[config.mk]
export PLATFORM = sky130hd
export DESIGN_NAME = systolic_feeder
export DESIGN_NICKNAME = d
export VERILOG_FILES = /design/src/rtl/systolic_feeder.sv
export SDC_FILE = /design/constraint.sdc
export NUM_CORES = 1
export LEC_CHECK = 0
export CORE_MARGIN = 2
export CORE_UTILIZATION = 30
export DETAILED_ROUTE_END_ITERATION = 6
export PLACE_DENSITY_LB_ADDON = 0.15
export SYNTH_ARGS = -nofsm -noshare
export SYNTH_HDL_FRONTEND = slang
export SYNTH_SLANG_ARGS = --single-unit
[constraint.sdc]
create_clock -name clk -period 5.5 [get_ports clk]
set_input_delay 1.1 -clock clk [delete_from_list [all_inputs] [get_ports clk]]
set_output_delay 1.1 -clock clk [all_outputs]
set_load 0.005 [all_outputs]
[src/rtl/systolic_feeder.sv]
// systolic_feeder: operand buffer and skewed stream generator for an NxN systolic array.
// Holds matrices A and B, clears the array, streams A rows west / B columns north
// with diagonal skew, flushes until PE(N-1,N-1) has its last product, then pulses done.
module systolic_feeder #(
    parameter int unsigned DATA_W = 8,
    parameter int unsigned N      = 4,
    localparam int unsigned IDX_W = (N > 1) ? $clog2(N) : 1
) (
    input  logic                  clk,
    input  logic                  rst,
    input  logic                  wr_en,
    input  logic                  wr_sel,
    input  logic [IDX_W-1:0]      wr_row,
    input  logic [IDX_W-1:0]      wr_col,
    input  logic [DATA_W-1:0]     wr_data,
    output logic                  wr_err,
    input  logic                  start,
    output logic                  busy,
    output logic                  done,
    output logic                  arr_clr,
    output logic [N*DATA_W-1:0]   a_feed,
    output logic [N*DATA_W-1:0]   b_feed,
    output logic                  feed_valid
);

    localparam int unsigned CNT_W    = $clog2(2 * N);
    localparam int unsigned LANES_W  = N * DATA_W;
    localparam int unsigned FEED_END = 2 * N - 2;

    typedef enum logic [1:0] {
        S_IDLE,
        S_CLR,
        S_FEED,
        S_FLUSH
    } state_t;

    state_t              state;
    logic [CNT_W-1:0]    cnt;

    logic [DATA_W-1:0]   a_mem [N][N];
    logic [DATA_W-1:0]   b_mem [N][N];

    logic                wr_ok_c;
    logic                feed_nxt_c;
    logic [CNT_W-1:0]    t_nxt_c;
    logic [LANES_W-1:0]  a_skew_c;
    logic [LANES_W-1:0]  b_skew_c;

    // A write lands only in IDLE and only if no start is being taken on the same edge
    assign wr_ok_c = wr_en && (state == S_IDLE) && !start;

    // Feed counter value that the next cycle will present, and whether it is a feed cycle
    always_comb begin
        feed_nxt_c = 1'b0;
        t_nxt_c    = '0;
        if (state == S_CLR) begin
            feed_nxt_c = 1'b1;
        end else if ((state == S_FEED) && (cnt != CNT_W'(FEED_END))) begin
            feed_nxt_c = 1'b1;
            t_nxt_c    = cnt + CNT_W'(1);
        end
    end

    // Diagonal skew: lane i carries element (t - i) of its row/column, zero outside the matrix
    always_comb begin
        int d;
        d        = 0;
        a_skew_c = '0;
        b_skew_c = '0;
        for (int unsigned i = 0; i < N; i++) begin
            d = int'(t_nxt_c) - int'(i);
            if ((d >= 0) && (d < int'(N))) begin
                a_skew_c[i*DATA_W +: DATA_W] = a_mem[IDX_W'(i)][IDX_W'(d)];
                b_skew_c[i*DATA_W +: DATA_W] = b_mem[IDX_W'(d)][IDX_W'(i)];
            end
        end
    end

    // Operand buffers; frozen for the whole sequence because writes are refused while busy
    always_ff @(posedge clk or negedge rst) begin
        if (!rst) begin
            for (int unsigned r = 0; r < N; r++) begin
                for (int unsigned c = 0; c < N; c++) begin
                    a_mem[r][c] <= '0;
                    b_mem[r][c] <= '0;
                end
            end
        end else if (wr_ok_c) begin
            if (wr_sel) begin
                b_mem[wr_row][wr_col] <= wr_data;
            end else begin
                a_mem[wr_row][wr_col] <= wr_data;
            end
        end
    end

    // Sequencer with registered outputs: each state's outputs appear in the cycle it is entered
    always_ff @(posedge clk or negedge rst) begin
        if (!rst) begin
            state      <= S_IDLE;
            cnt        <= '0;
            busy       <= 1'b0;
            done       <= 1'b0;
            arr_clr    <= 1'b0;
            wr_err     <= 1'b0;
            feed_valid <= 1'b0;
            a_feed     <= '0;
            b_feed     <= '0;
        end else begin
            arr_clr    <= 1'b0;
            done       <= 1'b0;
            wr_err     <= wr_en && !wr_ok_c;
            feed_valid <= feed_nxt_c;
            a_feed     <= feed_nxt_c ? a_skew_c : '0;
            b_feed     <= feed_nxt_c ? b_skew_c : '0;
            case (state)
                S_IDLE: begin
                    if (start) begin
                        state   <= S_CLR;
                        busy    <= 1'b1;
                        arr_clr <= 1'b1;
                    end
                end
                S_CLR: begin
                    state <= S_FEED;
                    cnt   <= '0;
                end
                S_FEED: begin
                    if (cnt == CNT_W'(FEED_END)) begin
                        state <= S_FLUSH;
                        cnt   <= '0;
                    end else begin
                        cnt <= cnt + CNT_W'(1);
                    end
                end
                S_FLUSH: begin
                    if (cnt == CNT_W'(N)) begin
                        state <= S_IDLE;
                        cnt   <= '0;
                        busy  <= 1'b0;
                        done  <= 1'b1;
                    end else begin
                        cnt <= cnt + CNT_W'(1);
                    end
                end
                default: begin
                    state <= S_IDLE;
                    cnt   <= '0;
                    busy  <= 1'b0;
                end
            endcase
        end
    end

endmodule

==> results.md, run 1 <==
- Clock skew: 0.0136 ns
- Vias in the first global route: 8,823
- Detail Route Antenna Nets: 0
- Io pins: 86
- Gr ovfl total: 0
- Syn Area/Cell: 14.6 sq um
- Design Power: 7.01 mW
- Final Hold Fails: 0
- Crit-path leading delay family: adder cells
- PD cells: 415 mW/mm^2
- Clk sinks: 330
- Clock share of power: 0.353
- Routed wire length: 35,900 microns
- H-tree Lvls: 2
- CP Max Fanout: 18
- Initial antenna violation count: 1
- Post-DP HPWL: 21,200 microns
- Top_reg_cell synth: dfrtp_1
- Logic pwr share: 0.249
- Ys async rst share: 1.00
- Initial DRC count: 540
- FF+latch count, synth: 330
- Port Buf Inserts: 85
- Max incr delay on CP: 0.88 ns
- Run status: finished with violations
- CP Capture Type: flop
- CP Data Arrival Time: 4.03 ns
- Total CTS buffers: 39
- Buf/Inv on CP: 1
- Failing checks: DRC
- Area growth, synth to finish: 18.7%
- Synth area leaders: dfrtp_1 (58%), mux2_2 (23%), mux4_2 (2.5%), a222oi_1 (2.2%), ha_1 (1.1%)
- R2r setup slk: 1.88 ns
- First-pass GRT wire length: 55,900 microns
- Switch Pwr: 2.21 mW
- Int Pwr: 4.80 mW
- Max-slew violations: 0
- Root Buffer Master: clkbuf_16
- Std cell rows: 79
- Mapped cell area: 0.0142 sq mm
- Max clock buf depth: 3
- Worst min path class: flop to flop
- Total leakage power: 7.86 nW
- CTS tree: yes
- CP most frequent cell: ha_1
- Via count: 8,368
- Area of the die: 0.0492 sq mm
- Ant diodes: 0
- Synth top area share: 0.580
- Post-CTS Setup Inserts: 0
- Setup violations, final: 0
- Initial Utilization: 0.305
- Die H: 222 microns
- Syn Nets: 1,004
- Finished Core Util: 0.362
- Vias per cell: 4.97
- Detailed-route DRC error count: 1
- Cells after synthesis: 974
- Count of cell types in the netlist: 50
- GP Congestion: 0.713
- Hold Buf Count CTS: 0
- Synth warn: 0
- Fmax: 276 MHz
- # fillers: 4,494
- Slew at the pin closest to its max-slew limit: 1.14 ns
- Die X: 222 microns
- Wirelength per Cell: 21.3 microns
- Pre-antenna DRT Iters: 7
- Slowest cell on crit path: ha_1
- Leading area contributor after synthesis: dfrtp_1
- Data required time at the worst endpoint: 5.91 ns
- Worst-Skew Late Latency: 0.55 ns
- All-Layer GR Usage: 0.148
- RSZ-0062 raised after global routing: no
- Post-synth EDFFs: 0
- Share of power burned in registers: 0.398
- VDD IR max: 0.293 mV
- Max_slew headroom: 0.235
- Tmin final: 3.62 ns
- Max Cap Viol: 0
- CORE AREA: 0.0467 sq mm
- Post-synth top cells: dfrtp_1 (330), mux2_2 (294), clkbuf_1 (41), nor2_1 (41), a222oi_1 (31)
- Cells along the critical path: inv_1, ha_1, nand2b_1, a21oi_2, nand2_1, ha_1, mux4_2, nor2b_1
- Crit Path Category: flop to flop
- Count leader, synth: dfrtp_1
- Fin Setup TNS: 0 ns
- Fin crit share: 0.658
- Sequential share of the synthesized area: 0.580
- Share of post-route cells with drive strength above 1: 0.402
- Sw Share: 0.315
- Clock transition at the registers of the reported paths: 0.06 ns
- NumNets Final: 1,077
- Worst Setup Start Kind: flop
- Largest net degree at the start of global routing: 119
- Cts repair resizes: 0
-- metal layers --
metal | GRT usage | up-vias | part of all wire
li1 | - | 3731 | -
met1 | 0.208 | 4437 | 0.48
met2 | 0.232 | 146 | 0.47
met3 | 0.0248 | 52 | 0.035
met4 | 0.0484 | 2 | 0.020
met5 | 0 | - | 0.00036
-- power by group through the flow --
stage	Combinational, mW	Sequential [mW]	Clock, mW
after floorplan	1.25	2.80	0
after global placement	1.75	2.83	0
after detailed placement	1.77	2.83	0
after CTS	1.78	2.79	2.57
after global routing	1.90	2.82	2.66
final	1.75	2.79	2.48
-- metrics by stage --
| stage | setup slack [ns] | hold WS, ns | area (sq um) | cells |
|---|---|---|---|---|
| 3_5_place_dp | 1.66 | 0.475 | 15700 | 1613 |
| 2_1_floorplan | 2.43 | 0.452 | 14200 | 974 |
| 3_3_place_gp | 1.69 | 0.466 | 15700 | 1613 |
| 5_1_grt | 1.57 | 0.511 | 16900 | 1685 |
| 4_1_cts | 1.75 | 0.488 | 16900 | 1685 |
| 6_report | 1.88 | 0.483 | 16900 | 1685 |
-- placed cells by master (no fill, tap or decap), drive strengths merged, types with 6 or more instances in the layout --
master,instances
nand2,22
clkinv,9
nand3,6
o22ai,16
ha,13
mux4,16
nor2b,23
a222oi,31
clkdlybuf4s50,84
inv,12
o32ai,16
clkbuf,61
nor4,16
mux2,306
dfrtp,330
nand2b,11
nor2,51
buf,18
-- flip-flops by register name (all words and copies together), names as in the netlist --
| signal | flops |
|---|---|
| a_feed | 32 |
| a_mem | 128 |
| arr_clr | 1 |
| b_feed | 32 |
| b_mem | 128 |
| busy | 1 |
| cnt | 3 |
| done | 1 |
| feed_valid | 1 |
| state | 2 |
| wr_err | 1 |
-- layout make-up --
cell class                      instances  area, sq um  share of cell area
Clock buffer                           61         1150              0.0681
Clock inverter                         11         73.8             0.00437
Inverter                               10         37.5             0.00222
Multi-Input combinational cell        564         5620               0.333
Sequential cell                       330         8260               0.489
Tap cell                              607          759              0.0450
Timing Repair Buffer                  102          996              0.0589
-- path summary, 6_finish.rpt --
| path | endpoint | start | cells after the start |
|---|---|---|---|
| setup reg to reg | a_feed[31] | state[0] | 8 |
| setup / recovery | a_feed[31] | state[0] | 8 |
| min in group asynchronous | a_feed[15] | rst | 1 |
| hold / removal | a_mem[14] | a_mem[14] | 1 |
| hold reg to reg | a_mem[14] | a_mem[14] | 1 |
| max in group asynchronous | b_mem[75] | rst | 2 |
-- logic make-up after synthesis --
family / count (synthesis) / synth area share
adders and majority gates: 13 / 0.0114
AOI/OAI and AO/OA: 80 / 0.0479
buffers and inverters: 80 / 0.0266
and+or+nand+nor: 146 / 0.0626
muxes: 325 / 0.272
DFF: 330 / 0.580
(Power assumes the default switching activity.)
==> run 2: changes to the inputs <==
==> constraint.sdc (replaced) <==
create_clock -name clk -period 3.54 [get_ports clk]
set_input_delay 0.708 -clock clk [delete_from_list [all_inputs] [get_ports clk]]
set_output_delay 0.708 -clock clk [all_outputs]
set_load 0.005 [all_outputs]
==> results.md, run 2 (same netlist as run 1, synthesis figures left out) <==
- Crit Path Category: flop to flop
- Largest net degree at the start of global routing: 90
- Hold Buf Count CTS: 0
- Via count: 8,416
- Clk sinks: 330
- Root Buffer Master: clkbuf_16
- Max Cap Viol: 0
- NumNets Final: 1,096
- Largest registers: a_mem (128), b_mem (128)
- CP Data Arrival Time: 3.30 ns
- Clock skew: 0.0190 ns
- Worst Setup Start Kind: flop
- Std cell rows: 79
- CP Capture Type: flop
- Slew at the pin closest to its max-slew limit: 0.863 ns
- Max-slew violations: 0
- Io pins: 86
- R2R Path End: b_feed[15]
- Initial Utilization: 0.305
- Cts repair resizes: 0
- Worst-Skew Late Latency: 0.55 ns
- CP most frequent cell: ha_1
- Reg2reg path depth: 10
- CP Max Fanout: 16
- Pre-antenna DRT Iters: 5
- Post-DP HPWL: 21,600 microns
- Detail Route Antenna Nets: 0
- Routed wire length: 36,000 microns
- Tmin final: 2.93 ns
- CORE AREA: 0.0467 sq mm
- RR Startpoint: state[0]
- Fin Setup TNS: 0 ns
- Wirelength per Cell: 21.2 microns
- Ant diodes: 0
- Final Hold Fails: 0
- PD cells: 657 mW/mm^2
- All-Layer GR Usage: 0.148
- Clock transition at the registers of the reported paths: 0.05 ns
- Cell Area, Placed: 0.0159 sq mm
- Max_slew headroom: 0.424
- Design area: 0.0172 sq mm
- Die X: 222 microns
- Post-CTS Setup Inserts: 0
- Max clock buf depth: 3
- Max incr delay on CP: 0.54 ns
- Detailed-route DRC error count: 0
- Share of post-route cells with drive strength above 1: 0.411
- Commonest cells after routing, fill and taps aside: dfrtp_1 (330), mux2_2 (294), clkdlybuf4s50_1 (84)
- VDD IR max: 0.338 mV
- Area growth, synth to finish: 20.6%
- Fin crit share: 0.828
- Worst min path class: input pin to async pin
- GP Congestion: 0.728
- Initial antenna violation count: 1
- Gr ovfl total: 0
- Setup violations, final: 0
- First-pass GRT wire length: 55,900 microns
- Total leakage power: 8.00 nW
- H-tree Lvls: 2
- Area of the die: 0.0492 sq mm
- Slowest cell on crit path: nor4_1
- R2r setup slk: 0.61 ns
- Data required time at the worst endpoint: 3.91 ns
- Cells along the critical path: inv_1, ha_1, nand2b_1, a21oi_1, nand2_1, ha_1, o221ai_1, a32oi_1, buf_4, nor4_1
- Die H: 222 microns
- Vias in the first global route: 8,937
- CTS tree: yes
- Port Buf Inserts: 85
- Commonest non-fill, non-tap cell in the layout: dfrtp_1
- Total CTS buffers: 40
- RSZ-0062 raised after global routing: no
- Vias per cell: 4.96
- Run status: finished, final reports clean
- Fmax: 341 MHz
- Initial DRC count: 478
==> run 2: area by class of cell <==
class | instances | area [sq um]
multi-input cells | 564 | 5610
inverters | 10 | 37.5
flip-flops and latches | 330 | 8260
well taps | 607 | 759
repair buffers | 120 | 1190
clock inverters | 6 | 109
clock buffers | 61 | 1200
fillers | 4520 | 29500
==> run 2: per-stage QoR <==
step	setup WS (ns)	hold WS [ns]	cells	total power [mW]	util
after floorplan	0.471	0.412	974	6.28	-
after global placement	0.325	0.462	1631	7.26	0.340
after detailed placement	0.241	0.474	1631	7.29	0.340
after CTS	0.583	0.226	1698	11.5	0.368
after global routing	0.382	0.228	1698	11.9	0.368
final	0.608	0.174	1698	11.3	0.368
==> run 2: worst max path at each step <==
stage / startpoint / end / slack [ns] / cells past startpoint
6_report: state[0] / b_feed[15] / 0.61 / 10
5_1_grt: cnt[0] / a_feed[23] / 0.38 / 9
2_1_floorplan: state[0] / a_feed[24] / 0.47 / 11
3_5_place_dp: start / a_mem[28] / 0.24 / 5
4_1_cts: cnt[0] / a_feed[22] / 0.58 / 9
3_3_place_gp: start / a_mem[25] / 0.33 / 5
==> run 2: routing by layer <==
layer | GRT usage | share of wire | vias up | wire length (microns)
li1 | - | - | 3763 | -
met1 | 0.215 | 0.50 | 4443 | 17800
met2 | 0.227 | 0.45 | 167 | 16100
met3 | 0.0313 | 0.042 | 41 | 1520
met4 | 0.0342 | 0.015 | 2 | 544
met5 | 0 | 0.00036 | - | 13
==> run 2: critical path: cells and delay by family, from the launching register on <==
kind | cells | cell delay [ns]
AOI/OAI and AO/OA | 3 | 0.57
adders and majority gates | 2 | 0.59
DFF | 1 | 0.39
and+or+nand+nor | 3 | 0.82
buffers and inverters | 2 | 0.37
==> run 2: report_power, final <==
group          switching [mW]  internal [mW]
sequential              0.188           4.14
clock                    1.56           2.54
combinational            1.67           1.18
==> run 3: changes to the inputs <==
==> constraint.sdc (replaced) <==
create_clock -name clk -period 3 [get_ports clk]
set_input_delay 0.6 -clock clk [delete_from_list [all_inputs] [get_ports clk]]
set_output_delay 0.6 -clock clk [all_outputs]
set_load 0.005 [all_outputs]
==> results.md, run 3 (same netlist as run 1, synthesis figures left out) <==
- Multi-input logic area: 0.00564 sq mm
- Cells along the critical path: inv_1, ha_1, a21boi_1, and2_2, inv_2, ha_1, nand2b_1, o221ai_1, a32oi_1, buf_4, nor4_1, buf_4
- Fmax: 356 MHz
- Ant diodes: 0
- Area of the die: 0.0492 sq mm
- Clock transition at the registers of the reported paths: 0.05 ns
- Port Buf Inserts: 85
- Hold Buf Count CTS: 0
- Gr ovfl total: 0
- Post-DP HPWL: 21,900 microns
- Final Hold Fails: 0
- Worst Setup Start Kind: flop
- Die X: 222 microns
- Std cell rows: 79
- Setup crit start: cnt[0]
- Pre-CTS worst setup slack: 0.0690 ns
- Max incr delay on CP: 0.46 ns
- Storage element area: 0.00826 sq mm
- Worst-Skew Late Latency: 0.54 ns
- Initial Utilization: 0.305
- Total leakage power: 8.18 nW
- Initial antenna violation count: 2
- Root Buffer Master: clkbuf_16
- Slew at the pin closest to its max-slew limit: 0.711 ns
- CP Capture Type: flop
- RSZ-0062 raised after global routing: no
- Clk sinks: 330
- VDD IR max: 0.481 mV
- First-pass GRT wire length: 57,400 microns
- Share of post-route cells with drive strength above 1: 0.434
- Vias per cell: 4.94
- Max Cap Viol: 0
- Initial DRC count: 447
- Routed wire length: 36,600 microns
- Die H: 222 microns
- Via count: 8,560
- Fin Setup TNS: 0 ns
- CP Max Fanout: 16
- H-tree Lvls: 2
- Slowest cell on crit path: dfrtp_1
- Worst min path class: input pin to async pin
- # fillers: 4,530
- Crit Path Category: flop to flop
- Vias in the first global route: 9,142
- Wirelength per Cell: 21.1 microns
- GP Congestion: 0.728
- Commonest cells after routing, fill and taps aside: dfrtp_1 (330), mux2_2 (294), clkdlybuf4s50_1 (84)
- Largest net degree at the start of global routing: 83
- Max clock buf depth: 3
- Detailed-route DRC error count: 0
- Tmin final: 2.81 ns
- All-Layer GR Usage: 0.151
- Non-Filler Instances: 1,732
- Setup violations, final: 0
- Max_slew headroom: 0.525
- Reg2reg path depth: 12
- Total CTS buffers: 39
- CP Data Arrival Time: 3.24 ns
- Fin crit share: 0.937
- Run status: finished, final reports clean
- CORE AREA: 0.0467 sq mm
- Max-slew violations: 0
- Io pins: 86
- PD cells: 777 mW/mm^2
- Placed insts: 1,661
- Area growth, synth to finish: 22.7%
- Commonest non-fill, non-tap cell in the layout: dfrtp_1
- CTS tree: yes
- Largest registers: a_mem (128), b_mem (128)
- RR Startpoint: cnt[0]
- Data required time at the worst endpoint: 3.43 ns
- Pre-antenna DRT Iters: 5
- Worst setup margin: 0.189 ns
- NumNets Final: 1,125
- Hold slack final: 0.0671 ns
- Detail Route Antenna Nets: 0
- Clock skew: 0.0136 ns
- R2r setup slk: 0.19 ns
[run 3: repair_timing]
| item | CTS | global route |
|---|---|---|
| setup buffers | 0 | 0 |
| gates resized for setup | 0 | 4 |
| setup endpoints to repair | 0 | 9 |
[run 3: critical path, delay by kind of cell, from the launching register on]
family / cells / cell delay [ns]
compound gates: 3 / 0.57
flops: 1 / 0.46
simple gates: 3 / 0.46
buf+inv: 4 / 0.67
fa+ha+maj: 2 / 0.53
[run 3: path summary, 6_finish.rpt]
check                        endpoint
setup / recovery           b_feed[12]
hold / removal             a_feed[15]
setup reg to reg           b_feed[12]
hold reg to reg             a_mem[14]
max in group asynchronous  b_mem[100]
min in group clk            a_mem[14]
[run 3: layer usage]
metal / wire, microns / up-vias / GRT usage
met5: 27 / - / 0
met4: 516 / 4 / 0.0331
met3: 1630 / 49 / 0.0317
met2: 16800 / 161 / 0.236
met1: 17600 / 4521 / 0.216
li1: - / 3825 / -
[run 3: through the flow]
step | util | cell area (sq um) | power, mW
after floorplan | - | 14200 | 7.42
after global placement | 0.345 | 16100 | 8.71
after detailed placement | 0.345 | 16100 | 8.74
after CTS | 0.374 | 17400 | 13.8
after global routing | 0.374 | 17500 | 14.3
final | 0.374 | 17500 | 13.6
[run 3: layout make-up]
| class | instances | share of cell area |
|---|---|---|
| sequential | 330 | 0.473 |
| multi-input combinational | 564 | 0.323 |
| timing repair buffer | 150 | 0.0820 |
| clock buffer | 59 | 0.0689 |
| tap | 607 | 0.0435 |
| clock inverter | 12 | 0.00788 |
| inverter | 10 | 0.00215 |
[run 3: power breakdown]
| group | switching [mW] | total (mW) | leakage (nW) | internal, mW |
|---|---|---|---|---|
| Sequential | 0.230 | 5.12 | 4.55 | 4.89 |
| Combinational | 2.04 | 3.55 | 2.96 | 1.51 |
| Clock | 1.88 | 4.91 | 0.666 | 3.02 |
| Total | 4.15 | 13.6 | 8.18 | 9.42 |
